### src/rtl/class_mem_reader_if.sv
// rtl/class_mem_reader_if.sv - control, memory-read and row-stream signals of the class memory reader
// master: the reader itself; slave: the loader, class memory and similarity datapath around it.
interface class_mem_reader_if #(
  parameter int FTWIDTH    = 8,
  parameter int M_SIZE     = 16,
  parameter int DIM        = 4000,
  parameter int ADDR_WIDTH = 13,
  parameter int ROW_W      = $clog2(DIM / M_SIZE)
);
  logic                        start;
  logic [4:0]                  class_num;
  logic                        write_done;
  logic [ADDR_WIDTH-1:0]       read_address;
  logic                        re;
  logic [M_SIZE*FTWIDTH-1:0]   class_out;
  logic [M_SIZE*FTWIDTH-1:0]   out_data;
  logic                        out_valid;
  logic                        out_ready;
  logic [4:0]                  out_class;
  logic [ROW_W-1:0]            out_row;
  logic                        out_last_row;
  logic                        out_last;
  logic                        busy;
  logic                        done;

  modport master (
    input  start, class_num, write_done, class_out, out_ready,
    output read_address, re, out_data, out_valid, out_class, out_row,
           out_last_row, out_last, busy, done
  );

  modport slave (
    output start, class_num, write_done, class_out, out_ready,
    input  read_address, re, out_data, out_valid, out_class, out_row,
           out_last_row, out_last, busy, done
  );
endinterface

### src/rtl/class_mem_reader.sv
// rtl/class_mem_reader.sv - row-by-row read sequencer for the banked class hypervector memory
// Issues credit-limited reads, captures 1-cycle-latency data into a 2-entry FIFO and streams tagged rows.
module class_mem_reader #(
  parameter int FTWIDTH    = 8,
  parameter int M_SIZE     = 16,
  parameter int DIM        = 4000,
  parameter int MAX_CLASS  = 26,
  parameter int ADDR_WIDTH = 13,
  parameter int ROW_W      = $clog2(DIM / M_SIZE)
) (
  input  logic                 clk,
  input  logic                 reset,
  class_mem_reader_if.master   bus
);

  localparam int ROWS = DIM / M_SIZE;
  localparam int DW   = M_SIZE * FTWIDTH;
  localparam logic [ROW_W-1:0] LAST_ROW = ROW_W'(ROWS - 1);

  typedef enum logic [1:0] {S_IDLE, S_ISSUE, S_DRAIN, S_DONE} state_t;

  state_t                r_state;
  logic [4:0]            r_n;
  logic [ADDR_WIDTH-1:0] r_addr;
  logic [4:0]            r_iss_class;
  logic [ROW_W-1:0]      r_iss_row;

  logic                  r_pipe;
  logic [4:0]            r_pipe_class;
  logic [ROW_W-1:0]      r_pipe_row;

  logic [DW-1:0]         r_fifo_data  [2];
  logic [4:0]            r_fifo_class [2];
  logic [ROW_W-1:0]      r_fifo_row   [2];
  logic                  r_wp;
  logic                  r_rp;
  logic [1:0]            r_count;

  logic                  w_valid;
  logic                  w_pop;
  logic [2:0]            w_outstanding;
  logic [1:0]            w_count_next;
  logic                  w_re;
  logic                  w_last_issue;
  logic                  w_start_ok;
  logic [4:0]            w_clamp_n;
  logic [4:0]            w_head_class;
  logic [ROW_W-1:0]      w_head_row;

  assign w_valid      = reset & (r_count != 2'd0);
  assign w_pop        = w_valid & bus.out_ready;
  assign w_count_next = r_count + {1'b0, r_pipe} - {1'b0, w_pop};

  // Credit counts the beat leaving this cycle as freed, so a full-rate stream never stalls.
  assign w_outstanding = {1'b0, r_count} + {2'b00, r_pipe} - {2'b00, w_pop};
  assign w_re          = reset & (r_state == S_ISSUE) & (w_outstanding < 3'd2);

  assign w_last_issue = (r_iss_class == r_n - 5'd1) & (r_iss_row == LAST_ROW);
  assign w_start_ok   = bus.start & bus.write_done;
  assign w_clamp_n    = (bus.class_num > 5'(MAX_CLASS)) ? 5'(MAX_CLASS) : bus.class_num;

  assign w_head_class = r_fifo_class[r_rp];
  assign w_head_row   = r_fifo_row[r_rp];

  assign bus.re           = w_re;
  assign bus.read_address = reset ? r_addr : '0;
  assign bus.out_valid    = w_valid;
  assign bus.out_data     = w_valid ? r_fifo_data[r_rp] : '0;
  assign bus.out_class    = w_valid ? w_head_class : 5'd0;
  assign bus.out_row      = w_valid ? w_head_row : '0;
  assign bus.out_last_row = w_valid & (w_head_row == LAST_ROW);
  assign bus.out_last     = w_valid & (w_head_row == LAST_ROW) & (w_head_class == r_n - 5'd1);
  assign bus.busy         = reset & (r_state != S_IDLE);
  assign bus.done         = reset & (r_state == S_DONE);

  always_ff @(posedge clk) begin
    if (!reset) begin
      r_state     <= S_IDLE;
      r_n         <= 5'd0;
      r_addr      <= '0;
      r_iss_class <= 5'd0;
      r_iss_row   <= '0;
    end else begin
      case (r_state)
        S_IDLE: begin
          if (w_start_ok) begin
            r_n         <= w_clamp_n;
            r_addr      <= '0;
            r_iss_class <= 5'd0;
            r_iss_row   <= '0;
            r_state     <= (w_clamp_n == 5'd0) ? S_DONE : S_ISSUE;
          end
        end
        S_ISSUE: begin
          if (w_re) begin
            // The final address is left on the bus; nothing advances past the last row.
            if (w_last_issue) begin
              r_state <= S_DRAIN;
            end else begin
              r_addr <= r_addr + 1'b1;
              if (r_iss_row == LAST_ROW) begin
                r_iss_row   <= '0;
                r_iss_class <= r_iss_class + 5'd1;
              end else begin
                r_iss_row <= r_iss_row + 1'b1;
              end
            end
          end
        end
        S_DRAIN: begin
          if (w_count_next == 2'd0) r_state <= S_DONE;
        end
        S_DONE: r_state <= S_IDLE;
        default: r_state <= S_IDLE;
      endcase
    end
  end

  always_ff @(posedge clk) begin
    if (!reset) begin
      r_pipe       <= 1'b0;
      r_pipe_class <= 5'd0;
      r_pipe_row   <= '0;
      r_wp         <= 1'b0;
      r_rp         <= 1'b0;
      r_count      <= 2'd0;
      for (int i = 0; i < 2; i++) begin
        r_fifo_data[i]  <= '0;
        r_fifo_class[i] <= 5'd0;
        r_fifo_row[i]   <= '0;
      end
    end else begin
      r_pipe       <= w_re;
      r_pipe_class <= r_iss_class;
      r_pipe_row   <= r_iss_row;
      if (r_pipe) begin
        r_fifo_data[r_wp]  <= bus.class_out;
        r_fifo_class[r_wp] <= r_pipe_class;
        r_fifo_row[r_wp]   <= r_pipe_row;
        r_wp               <= ~r_wp;
      end
      if (w_pop) r_rp <= ~r_rp;
      r_count <= w_count_next;
    end
  end

endmodule
### src/flat_wrapper.sv
// flat-port wrapper written by rule: the top's interface ports become plain ports
module class_mem_reader_flat 
#(
  parameter int FTWIDTH    = 8,
  parameter int M_SIZE     = 16,
  parameter int DIM        = 4000,
  parameter int MAX_CLASS  = 26,
  parameter int ADDR_WIDTH = 13,
  parameter int ROW_W      = $clog2(DIM / M_SIZE)
)
  (clk, reset, bus_start, bus_class_num, bus_write_done, bus_class_out, bus_out_ready, bus_read_address, bus_re, bus_out_data, bus_out_valid, bus_out_class, bus_out_row, bus_out_last_row, bus_out_last, bus_busy, bus_done);
  class_mem_reader_if #(.FTWIDTH(FTWIDTH), .M_SIZE(M_SIZE), .DIM(DIM), .ADDR_WIDTH(ADDR_WIDTH), .ROW_W(ROW_W)) bus_i ();
  input  logic clk;
  input  logic reset;
  input wire logic [$bits(bus_i.start)-1:0] bus_start;
  input wire logic [$bits(bus_i.class_num)-1:0] bus_class_num;
  input wire logic [$bits(bus_i.write_done)-1:0] bus_write_done;
  input wire logic [$bits(bus_i.class_out)-1:0] bus_class_out;
  input wire logic [$bits(bus_i.out_ready)-1:0] bus_out_ready;
  output wire logic [$bits(bus_i.read_address)-1:0] bus_read_address;
  output wire logic [$bits(bus_i.re)-1:0] bus_re;
  output wire logic [$bits(bus_i.out_data)-1:0] bus_out_data;
  output wire logic [$bits(bus_i.out_valid)-1:0] bus_out_valid;
  output wire logic [$bits(bus_i.out_class)-1:0] bus_out_class;
  output wire logic [$bits(bus_i.out_row)-1:0] bus_out_row;
  output wire logic [$bits(bus_i.out_last_row)-1:0] bus_out_last_row;
  output wire logic [$bits(bus_i.out_last)-1:0] bus_out_last;
  output wire logic [$bits(bus_i.busy)-1:0] bus_busy;
  output wire logic [$bits(bus_i.done)-1:0] bus_done;
  assign bus_i.start = bus_start;
  assign bus_i.class_num = bus_class_num;
  assign bus_i.write_done = bus_write_done;
  assign bus_i.class_out = bus_class_out;
  assign bus_i.out_ready = bus_out_ready;
  assign bus_read_address = bus_i.read_address;
  assign bus_re = bus_i.re;
  assign bus_out_data = bus_i.out_data;
  assign bus_out_valid = bus_i.out_valid;
  assign bus_out_class = bus_i.out_class;
  assign bus_out_row = bus_i.out_row;
  assign bus_out_last_row = bus_i.out_last_row;
  assign bus_out_last = bus_i.out_last;
  assign bus_busy = bus_i.busy;
  assign bus_done = bus_i.done;
  class_mem_reader #(.FTWIDTH(FTWIDTH), .M_SIZE(M_SIZE), .DIM(DIM), .MAX_CLASS(MAX_CLASS), .ADDR_WIDTH(ADDR_WIDTH), .ROW_W(ROW_W)) u_core (.clk(clk), .reset(reset), .bus(bus_i));
endmodule
### config.mk
export PLATFORM = sky130hd
export DESIGN_NAME = class_mem_reader_flat
export DESIGN_NICKNAME = d
export VERILOG_FILES = /design/src/rtl/class_mem_reader_if.sv /design/src/rtl/class_mem_reader.sv /design/src/flat_wrapper.sv
export SDC_FILE = /design/constraint.sdc
export NUM_CORES = 1
export LEC_CHECK = 0
export BUFFER_PORTS_ARGS = -buffer_cell sky130_fd_sc_hd__buf_2
export CORE_MARGIN = 2
export CORE_UTILIZATION = 30
export DETAILED_ROUTE_END_ITERATION = 16
export GPL_TIMING_DRIVEN = 1
export SLEW_MARGIN = 20
export SYNTH_ARGS = -nofsm -noshare
export SYNTH_HDL_FRONTEND = slang
export SYNTH_SLANG_ARGS = --single-unit
### constraint.sdc
create_clock -name clk -period 13.6 [get_ports clk]
set_input_delay 1.36 -clock clk [delete_from_list [all_inputs] [get_ports clk]]
set_output_delay 1.36 -clock clk [all_outputs]
set_load 0.03 [all_outputs]
# --- Word level (Yosys, flattened, before mapping) ---
# Memory sizes are Yosys's and may differ from the RTL's. A register that Yosys moved wholly into a read port is not among the register bits.
# Cells that the tools add are included.
word_totals:
  regBits: 51
  ramBits: 282
  in_bits: 138
  output_inout_bits: 160
  n_memories: 3
memory_table:
  columns: ["memory", "words", "word_bits", "read_ports", "rd_clocked_by_memory_dff", "write_ports", "line_no", "source"]
  rows:
  - ["u_core.r_fifo_data", 2, 128, 1, 1, 2, "class_mem_reader.sv:32", "logic [DW-1:0] r_fifo_data [2];"]
  - ["u_core.r_fifo_row", 2, 8, 1, 1, 2, "class_mem_reader.sv:34", "logic [ROW_W-1:0] r_fifo_row [2];"]
  - ["u_core.r_fifo_class", 2, 5, 1, 1, 2, "class_mem_reader.sv:33", "logic [4:0] r_fifo_class [2];"]
classes:
  n_addsub: 8
  magnitude_cmp: 2
  n_eq_ne: 13
  mux: 44
  bitwise_logic: 12
  n_reduce_logical: 13
op_table:
  columns: ["op", "n"]
  rows:
  - ["128-bit two-way mux", 2]
  - ["128-bit OR reduction", 1]
  - ["13-bit two-way mux", 4]
  - ["8-bit two-way mux", 6]
  - ["5-bit two-way mux", 7]
  - ["13-bit one-hot mux with 2 select lines", 1]
  - ["8-bit equality test, second input constant", 2]
  - ["1-bit two-way mux", 16]
  - ["8-bit one-hot mux with 2 select lines", 1]
  - ["13-bit by 1-bit adder with 13-bit output, second input constant", 1]
  - ["1-bit bitwise AND", 10]
  - ["5-bit equality test", 2]
  - ["2-bit two-way mux", 5]
  - ["5-bit one-hot mux with 2 select lines", 1]
  - ["8-bit by 1-bit adder with 8-bit output, second input constant", 1]
  - ["2-bit one-hot mux with 4 select lines", 1]
  - ["4-bit AND reduction", 2]
  - ["8-bit OR reduction", 1]
  - ["2-bit by 1-bit inequality test with 1-bit output, second input constant", 3]
  - ["2-bit inequality test, second input constant", 3]
  - ["2-bit nonzero test", 3]
  - ["5-bit by 1-bit adder with 5-bit output, second input constant", 1]
  - ["5-bit > comparator, second input constant", 1]
  - ["5-bit zero test", 1]
  - ["other kinds (13)", 16]

# --- Longest topological paths before layout ---
# Gate-level depths: netlist of the first run.
depth:
  word_depth: 8
  depth_mapped: 15
  depth_no_buf: 13

# --- Least setup slack after synthesis of the first run ---
# No wires, ideal clock.
synth_timing:
  path_kind: "register -> register"
  startpoint: "register u_core.r_pipe"
  endpoint: "memory u_core.r_fifo_class[0][0], enable pin"
  setup_time_ns: 0.836
  arrival_time_ns: 10.263
  t_required_ns: 12.764
  setup_slack_ns: 2.501
  stages_incl_launch_ff: 3
  path_cell_list: "dfxtp_1 > inv_1 > o21ai_0"
synth_rtl:
  columns: ["item", "line_no", "source"]
  rows:
  - ["start: declaration", "class_mem_reader.sv:28", "logic r_pipe;"]
  - ["start signal: assignment", "class_mem_reader.sv:133", "r_pipe <= w_re;"]
  - ["end: declaration", "class_mem_reader.sv:33", null]

==> results.json, run 1 <==
{
  "tightest_slew_ps": 1010,
  "power_mw": 2.88,
  "timing.fmax_ghz": 0.189,
  "die_w_um": 229,
  "vias": 10100,
  "netlist_area_um2": 15200,
  "cts_max_level": 2,
  "dpl.hpwl_um": 23200,
  "final_common_cell": "and2_1",
  "top_layer_used": "met5",
  "final_cell_mix": "and2_1, buf_2, edfxtp_1, mux2i_1, nor2_1",
  "cts_tree": "done",
  "clk_latency_ps": 540,
  "ys.flop_type": "edfxtp_1",
  "synth-simple-area-share_pct": 20.5,
  "io_buffers": 297,
  "relSlewSlack_pct": 32.7,
  "drc_errors": 0,
  "met3_wirelength_um": 2530,
  "slew_viol_final": 0,
  "postCtsResizedCells": 0,
  "cts_sinks": 334,
  "cts-root-buf": "clkbuf_16",
  "crit_fanout": 55,
  "overflow": 0,
  "grt_pass1_vias": 10100,
  "synth_fp_nets": 1373,
  "startpoint_type": "flip-flop",
  "dieArea_um2": 52600,
  "synth-compound-area-share_pct": 2.61,
  "synth_xor_xnor_area_share_pct": 1.21,
  "grt_usage_pct": 13.7,
  "skew_ps": 10.0,
  "powerDensity_nw_per_um2": 154,
  "antenna_found_initial": 5,
  "synth_edf_count": 282,
  "area_growth_syn_to_layout_pct": 22.3,
  "synthMuxAreaShare_pct": 9.73,
  "cts_buffers": 39,
  "setup_ws_ps": 8320,
  "finalCritPeriodShare_pct": 38.8,
  "wl_per_cell_um": 16.7,
  "hold_viol_final": 0,
  "status": "finished clean",
  "drt-met1-wl_um": 15700,
  "path_class": "reg -> out",
  "min_path_type": "reg -> reg",
  "grt_max_degree": 91,
  "syn_avg_cell_area_um2": 12.5,
  "yosysSeqAreaShare_pct": 62.4,
  "setup_viol": 0,
  "critPathTopFamily": "buffers and inverters",
  "cp_cell_sequence": "buf_4, buf_4, mux2i_1, nor2_1, buf_2",
  "via_per_inst": 4.58,
  "routed-wl-met2_um": 17600,
  "async_flop_share_pct": 0,
  "end_kind": "primary output",
  "dp_slack_ps": 8260,
  "nets": 1648,
  "layout-drive-gt1-share_pct": 25.0,
  "ys_ff_latch": 334,
  "std_cell_rows": 82,
  "cp_num_buf_inv": 3,
  "core_area_um2": 50200,
  "slowest_stage": "dfxtp_4",
  "postCtsHoldBufs": 0,
  "slowest_delay_ps": 1000,
  "dr.pass1.iters": 5,
  "peakVddDrop_v": 0.000122,
  "clkSlewWorstSetupHoldPaths_ps": 60,
  "cp_common_cell": "buf_4",
  "cts_setup_buffers": 0,
  "synthAdderAreaFrac_pct": 1.04,
  "clk_path_buf_depth": 3,
  "final_util_pct": 37.1,
  "ys.warnings.count": 0,
  "drtIter0Drc": 541,
  "fillers": 4900,
  "rsz0062_at_grt": "false",
  "finalSetupTns_ps": 0,
  "finalCriticalPeriod_ps": 5280,
  "pin_count": 298,
  "wl_um": 36600,
  "arrival_ps": 3920,
  "ys_types": 58,
  "gp_congestion": 0.802,
  "ant_nets": 0,
  "die_y_um": 229,
  "p_leak_nw": 7.24,
  "synth_top_family_by_area": "simple AND/OR/NAND/NOR gates",
  "maxCapViolCount": 0,
  "syn_inst": 1223,
  "grt_first_pass_wirelength_um": 56800,
  "initial_core_util_pct": 30.4,
  "crit_required_ps": 12240
}
## worst min-delay path, cell delays in order, from the launching register on
cell     delay [ps]
dfxtp_1         320
nand2_1          50
mux2i_1          50
## cells in the mapped netlist (all sizes together), types with 10 or more instances
library cell | n | share of area, %
and2 | 313 | 13
edfxtp | 282 | 56
mux2i | 148 | 9.7
nor2 | 145 | 3.6
clkbuf | 58 | 1.4
dfxtp | 52 | 6.8
nand2 | 31 | 0.76
buf | 18 | 0.68
o21ai | 16 | 0.60
a21oi | 13 | 0.43
inv | 13 | 0.32
xnor2 | 12 | 0.69
ha | 11 | 0.90
nand2b | 10 | 0.41
## layout make-up
cell class / instances / area, µm² / share of cell area (%)
well taps: 672 / 841 / 4.51
clock buffers: 47 / 1030 / 5.52
multi-input cells: 800 / 5390 / 29.0
inverters: 13 / 48.8 / 0.262
diodes: 3 / 7.51 / 0.0403
clock inverters: 20 / 199 / 1.07
repair buffers: 310 / 1600 / 8.57
flip-flops and latches: 334 / 9510 / 51.1
## flip-flops by register name (all words and copies together), names as in the netlist, 2 cells and up, named ones only
signal / cells
u_core.r_addr: 13
u_core.r_iss_row: 8
u_core.r_pipe_class: 5
u_core.r_n: 5
u_core.r_fifo_class: 10
u_core.r_state: 2
u_core.r_fifo_row: 16
u_core.r_iss_class: 5
u_core.r_pipe_row: 8
u_core.r_fifo_data: 256
u_core.r_count: 2
## logic make-up after synthesis
family,count (synthesis)
buffers and inverters,89
multiplexers,148
AND/OR/NAND/NOR,562
XOR/XNOR,21
adder cells (fa/ha/maj),12
flip-flops,334
AO/OA/AOI/OAI,57
## report_power, final
group          leakage, nW  switching [mW]  internal, mW  total, mW
logic                 3.30           0.393         0.184      0.576
clock network        0.593           0.409         0.596       1.00
registers             3.35          0.0487          1.25       1.29
total                 7.24           0.850          2.03       2.88
## per-stage QoR
step	cell area, µm²	instances	hold slack (ps)
2_1_floorplan	15200	1223	438
3_3_place_gp	17400	2128	459
3_5_place_dp	17400	2129	464
4_1_cts	18600	2196	474
5_1_grt	18600	2197	498
6_report	18600	2199	477
## metal layers
layer | up-vias | global-route usage (%)
met5 | - | 0
li1 | 4809 | -
met1 | 4910 | 17.7
met3 | 56 | 3.52
met2 | 284 | 22.5
met4 | 6 | 4.59
## worst paths after layout
path              slack (ps)           endpoint               from  cells past startpoint
setup / recovery        8320  bus_out_data[108]          flip-flop                      5
hold / removal           480  u_core.r_addr[12]  u_core.r_addr[12]                      2
setup reg to reg        9870   u_core.r_addr[9]  u_core.r_count[1]                     13
hold reg to reg          480  u_core.r_addr[12]  u_core.r_addr[12]                      2
Power figures use the tool's default switching activity.
==> run 2: changes to the inputs <==
==> constraint.sdc (replaced) <==
create_clock -name clk -period 4.3 [get_ports clk]
set_input_delay 0.43 -clock clk [delete_from_list [all_inputs] [get_ports clk]]
set_output_delay 0.43 -clock clk [all_outputs]
set_load 0.03 [all_outputs]
==> run 2 against run 1 <==
Clock skew up 5.3 ps. Sequential cell count unchanged. Power rose to 3.2 times the previous value. First-iteration DRC count down 3.5%. Via count down 0.38%. Sequential power rose to 3.2 times the previous value. Clock power rose to 3.2 times the previous value. Global-route usage up 0.30 points. Setup slack worse by 7700 ps. Utilization up 0.082 points. Largest power group unchanged.
==> results.json, run 2 (synthesized netlist as in run 1, its figures left out) <==
{
  "status": "finished clean",
  "nets": 1648,
  "largest_reg_flops": 256,
  "via_per_inst": 4.56,
  "drc_errors": 0,
  "grt_max_degree": 142,
  "cts_tree": "done",
  "layout-drive-gt1-share_pct": 24.8,
  "grt_first_pass_wirelength_um": 58100,
  "stdcell_count": 2201,
  "pwr-share-comb_pct": 20.5,
  "ant_nets": 0,
  "clk_latency_ps": 540,
  "wl_per_cell_um": 17.1,
  "skew_ps": 15.4,
  "cts_max_level": 2,
  "largest_register": "u_core.r_fifo_data",
  "io_buffers": 297,
  "whs_path_depth": 2,
  "maxCapViolCount": 0,
  "slew_viol_final": 0,
  "die_y_um": 229,
  "top_regs": "u_core.r_fifo_data (256), u_core.r_fifo_row (16), u_core.r_addr (13)",
  "intPower_mw": 6.40,
  "p_switching_mw": 2.71,
  "postCtsResizedCells": 0,
  "cts-root-buf": "clkbuf_16",
  "dr.pass1.iters": 4,
  "peakVddDrop_v": 0.000310,
  "rsz0062_at_grt": "false",
  "pin_count": 298,
  "timing.fmax_ghz": 0.275,
  "hold_viol_final": 0,
  "final_common_cell": "and2_1",
  "antenna_found_initial": 7,
  "postCtsHoldBufs": 0,
  "dpl.hpwl_um": 22900,
  "met3_usage_pct": 3.88,
  "finalCritPeriodShare_pct": 84.5,
  "power_switching_share_pct": 29.7,
  "min_path_type": "in -> reg",
  "p_leak_nw": 7.25,
  "crit_fanout": 33,
  "rr_worst_depth": 12,
  "met1_usage_pct": 17.8,
  "cts_setup_buffers": 0,
  "die_w_um": 229,
  "dieArea_um2": 52600,
  "arrival_ps": 3200,
  "finalCriticalPeriod_ps": 3630,
  "gp_congestion": 0.770,
  "clk_path_buf_depth": 3,
  "cts_sinks": 334,
  "drtIter0Drc": 522,
  "std_cell_rows": 82,
  "initial_core_util_pct": 30.4,
  "pwr-share-seq_pct": 44.7,
  "startpoint_type": "flip-flop",
  "end_kind": "primary output",
  "overflow": 0,
  "final_cell_mix": "and2_1, buf_2, edfxtp_1, mux2i_1, nor2_1",
  "path_class": "reg -> out",
  "cts_buffers": 39,
  "top_usage_layer": "met2",
  "wl_um": 37500,
  "powerDensity_nw_per_um2": 488,
  "core_area_um2": 50200,
  "area_growth_syn_to_layout_pct": 22.6,
  "relSlewSlack_pct": 33.6,
  "pwr-share-clk_pct": 34.7,
  "clkSlewWorstSetupHoldPaths_ps": 60,
  "grtUsageMet2_pct": 23.4,
  "setup_viol": 0,
  "finalSetupTns_ps": 0,
  "vias": 10000,
  "dp_cells": 2129,
  "grt_pass1_vias": 10300,
  "tightest_slew_ps": 987,
  "grt_usage_pct": 14.0,
  "crit_required_ps": 3870
}
## run 2: cell types whose count changed in the layout (fill, tap and decap cells not counted), sizes merged
cell	previous run	this run
clkbuf	47	53
clkinv	14	9
clkinvlp	2	0
diode	3	5
inv	14	15
## run 2: stage by stage
stage | total power, mW | setup slack (ps) | hold slack [ps] | cell area (µm²) | util (%)
after floorplan | 5.43 | 504 | 438 | 15200 | -
after global placement | 6.02 | 756 | 451 | 17500 | 34.8
after detailed placement | 6.06 | 638 | 469 | 17500 | 34.8
after CTS | 9.27 | 510 | 136 | 18700 | 37.2
after global routing | 9.55 | 530 | 150 | 18700 | 37.2
final | 9.12 | 668 | 181 | 18700 | 37.2
## run 2: power groups by stage
stage          Combinational (mW)  Clock (mW)  Sequential [mW]
4_1_cts                      1.92        3.27             4.08
2_1_floorplan                1.32           0             4.11
6_report                     1.87        3.17             4.08
3_5_place_dp                 1.92           0             4.14
5_1_grt                      2.05        3.38             4.12
3_3_place_gp                 1.89           0             4.13
## run 2: layout make-up
cell class	instances	area [µm²]
multi-input cells	800	5390
repair buffers	310	1670
diodes	5	12.5
clock inverters	14	149
fillers	4874	31500
well taps	672	841
clock buffers	53	1040
flip-flops and latches	334	9510
inverters	13	48.8
## run 2: path summary, 6_finish.rpt
path | end | startpoint | slack, ps
max | bus_out_last | flip-flop | 670
min | u_core.r_fifo_data[0][4] | bus_class_out[4] | 180
max reg2reg | u_core.r_addr[5] | u_core.r_count[1] | 750
min reg2reg | u_core.r_addr[12] | u_core.r_addr[12] | 470
## run 2: routing by layer
layer	vias to the layer above	routed length, µm
met5	-	35
met4	6	749
met3	55	2210
met2	246	18200
met1	4924	16400
li1	4796	-
## run 2: worst max-delay path: stages, from the launching register on
cell and delay [ps]:
dfxtp_4 750, nand2_1 160, nor4b_1 270, a21oi_1 140, nor4_1 830, and3_1 280
buf_2 230
==> run 3: changes to the inputs <==
--- a/config.mk
+++ b/config.mk
@@ -5,6 +5,7 @@
 export SDC_FILE = /design/constraint.sdc
 export NUM_CORES = 1
 export LEC_CHECK = 0
+export ABC_AREA = 1
 export BUFFER_PORTS_ARGS = -buffer_cell sky130_fd_sc_hd__buf_2
 export CORE_MARGIN = 2
 export CORE_UTILIZATION = 30
==> constraint.sdc (replaced) <==
create_clock -name clk -period 3.1 [get_ports clk]
set_input_delay 0.31 -clock clk [delete_from_list [all_inputs] [get_ports clk]]
set_output_delay 0.31 -clock clk [all_outputs]
set_load 0.03 [all_outputs]
==> run 3 against run 2 <==
Count of clock-buffer cells in the layout decreased by 3. Sequential share of layout area decreased by 2.6 points. Hold slack got worse by 110 ps. First-iteration DRC count increased by 29%. Die area increased by 5.3%. Critical path depth increased by 6. Sequential cell count unchanged. Register-to-register slack got worse by 440 ps. Via count increased by 17%. Clock skew decreased by 6.9 ps. Sequential power increased by 34%. Global-route usage increased by 0.14 points.
==> results.json, run 3 <==
{
  "status": "finished clean",
  "crit_fanout": 3,
  "vias": 11700,
  "dpl.hpwl_um": 25400,
  "netlist_area_um2": 16100,
  "synth_largest_area_cell": "edfxtp_1",
  "grt_first_pass_wirelength_um": 62900,
  "area_growth_syn_to_layout_pct": 22.5,
  "clkSlewWorstSetupHoldPaths_ps": 60,
  "wl_um": 39700,
  "rr_worst_depth": 17,
  "hold_viol_final": 0,
  "core_area_um2": 52800,
  "relSlewSlack_pct": 32.5,
  "postCtsHoldBufs": 0,
  "via_per_inst": 4.43,
  "critPathTopFamily": "adder cells",
  "ys_types": 39,
  "finalInstanceArea_um2": 19700,
  "finalSetupTns_ps": 0,
  "cts_max_level": 2,
  "whs_ps": 69.6,
  "dp_cells": 2572,
  "peakVddDrop_v": 0.000302,
  "timing.fmax_ghz": 0.345,
  "synth_edf_count": 282,
  "antenna_found_initial": 0,
  "stdcell_count": 2639,
  "grt_max_degree": 143,
  "drtIter0Drc": 674,
  "r2r-end": "u_core.r_iss_class[4]",
  "synth_xor_xnor_area_share_pct": 1.20,
  "grt_usage_pct": 14.2,
  "power_mw": 13.0,
  "skew_ps": 8.45,
  "top_regs": "u_core.r_fifo_data (256), u_core.r_fifo_row (16), u_core.r_addr (13)",
  "pin_count": 298,
  "synthAdderAreaFrac_pct": 0.982,
  "powerDensity_nw_per_um2": 663,
  "whs_path_depth": 3,
  "cp_cell_sequence": "o21ai_4, inv_4, nand2_2, inv_1, ha_1, inv_1, ha_2, fa_1, nor2_1, nand2_1, inv_2, buf_6",
  "netlist_top_cells_area": "edfxtp_1, mux2_2, inv_1",
  "hold_start": "bus_class_num[1]",
  "largest_reg_flops": 256,
  "synth-simple-area-share_pct": 16.9,
  "grt_pass1_vias": 11900,
  "clk_path_buf_depth": 3,
  "final_cell_mix": "inv_1, nor2_1, buf_2, edfxtp_1, nand2_1",
  "cts_sinks": 334,
  "yosysMostFrequentCell": "inv_1",
  "place_area_um2": 18500,
  "synth-compound-area-share_pct": 1.64,
  "wl_per_cell_um": 15.0,
  "yosysSeqAreaShare_pct": 59.2,
  "die_w_um": 235,
  "r2r_slack_ps": 310,
  "synth_commonest_cells": "inv_1, nor2_1, edfxtp_1",
  "ys.warnings.count": 0,
  "cp_common_cell": "inv_1",
  "final_common_cell": "inv_1",
  "die_y_um": 235,
  "timing.rr.start": "u_core.r_count[0]",
  "end_kind": "primary output",
  "ant_nets": 0,
  "async_flop_share_pct": 0,
  "cts_tree": "done",
  "largest_register": "u_core.r_fifo_data",
  "nets": 2074,
  "rsz0062_at_grt": "false",
  "syn_avg_cell_area_um2": 9.84,
  "tightest_slew_ps": 1010,
  "overflow": 0,
  "cp_num_buf_inv": 5,
  "dieArea_um2": 55400,
  "cts_buffers": 37,
  "layout-drive-gt1-share_pct": 28.2,
  "gp_congestion": 0.790,
  "finalCriticalPeriod_ps": 2900,
  "yosysTopAreaCellShare_pct": 52.8,
  "drc_errors": 0,
  "synth_fp_nets": 1781,
  "slew_viol_final": 0,
  "arrival_ps": 2590,
  "p_leak_nw": 9.82,
  "startpoint_type": "flip-flop",
  "maxCapViolCount": 0,
  "slowest_stage": "fa_1",
  "cts-root-buf": "clkbuf_16",
  "std_cell_rows": 84,
  "fillers": 5310,
  "io_buffers": 297,
  "initial_core_util_pct": 30.4,
  "path_class": "reg -> out",
  "synthMuxAreaShare_pct": 9.74,
  "finalCritPeriodShare_pct": 93.4,
  "hold_end": "u_core.r_n[1]",
  "ys.flop_type": "edfxtp_1",
  "crit_required_ps": 2790,
  "ys_ff_latch": 334,
  "setup_viol": 0,
  "syn_inst": 1631,
  "synth_top_family_by_area": "simple AND/OR/NAND/NOR gates",
  "slowest_delay_ps": 500,
  "min_path_type": "in -> reg",
  "clk_latency_ps": 540,
  "dr.pass1.iters": 5
}
run 3: routing by layer:
metal	routed length [µm]	global-route usage, %	part of all wire [%]	vias to the layer above
met4	827	3.98	2.1	0
met1	17400	17.9	44	5650
met2	19400	24.8	49	303
met5	0	0	0	-
met3	2030	2.66	5.1	51
li1	-	-	-	5696
run 3: report_power, final:
part | internal, mW | switching [mW] | total (mW)
Combinational | 1.13 | 2.19 | 3.32
Sequential | 5.31 | 0.160 | 5.47
Clock | 2.46 | 1.77 | 4.23
run 3: final cells by class:
class	count	area [µm²]	share of cell area, %
sequential	334	9510	48.4
multi-input combinational	873	4950	25.2
timing repair buffer	330	1860	9.47
inverter	348	1310	6.66
clock buffer	50	1010	5.12
tap	688	861	4.38
clock inverter	15	149	0.758
antenna	1	2.50	0.0127
run 3: worst min-delay path, delay by kind of cell:
family,cells,cell delay (ps)
buffers and inverters,2,130
AO/OA/AOI/OAI,1,130
run 3: repair_timing:
item	in CTS	in global routing
resized for setup	4	8
endpoints found under the setup margin	71	1
setup buffers	0	1
pin swaps	0	4
run 3: worst max-delay path by stage:
stage / cells after the start / from / endpoint / slack (ps)
floorplan: 16 / u_core.r_count[1] / u_core.r_addr[5] / 220
global placement: 18 / u_core.r_count[1] / u_core.r_iss_class[1] / 160
detailed placement: 17 / u_core.r_count[0] / u_core.r_iss_class[4] / 120
CTS: 12 / u_core.r_count[1] / bus_re / 20
global route: 12 / u_core.r_count[0] / bus_re / 20
finish: 12 / u_core.r_count[0] / bus_re / 200
run 3: cell families after synthesis:
kind of cell,count (synthesis)
AO/OA/AOI/OAI,42
XOR/XNOR,22
adder cells (fa/ha/maj),12
buffers and inverters,424
flip-flops,334
multiplexers,140
AND/OR/NAND/NOR,657
run 3: through the flow:
step                      worst slack, ps  utilization, %
after floorplan                       222               -
after global placement                158            35.0
after detailed placement              121            35.0
after CTS                            18.5            37.2
final                                 204            37.3
after global routing                 22.8            37.2
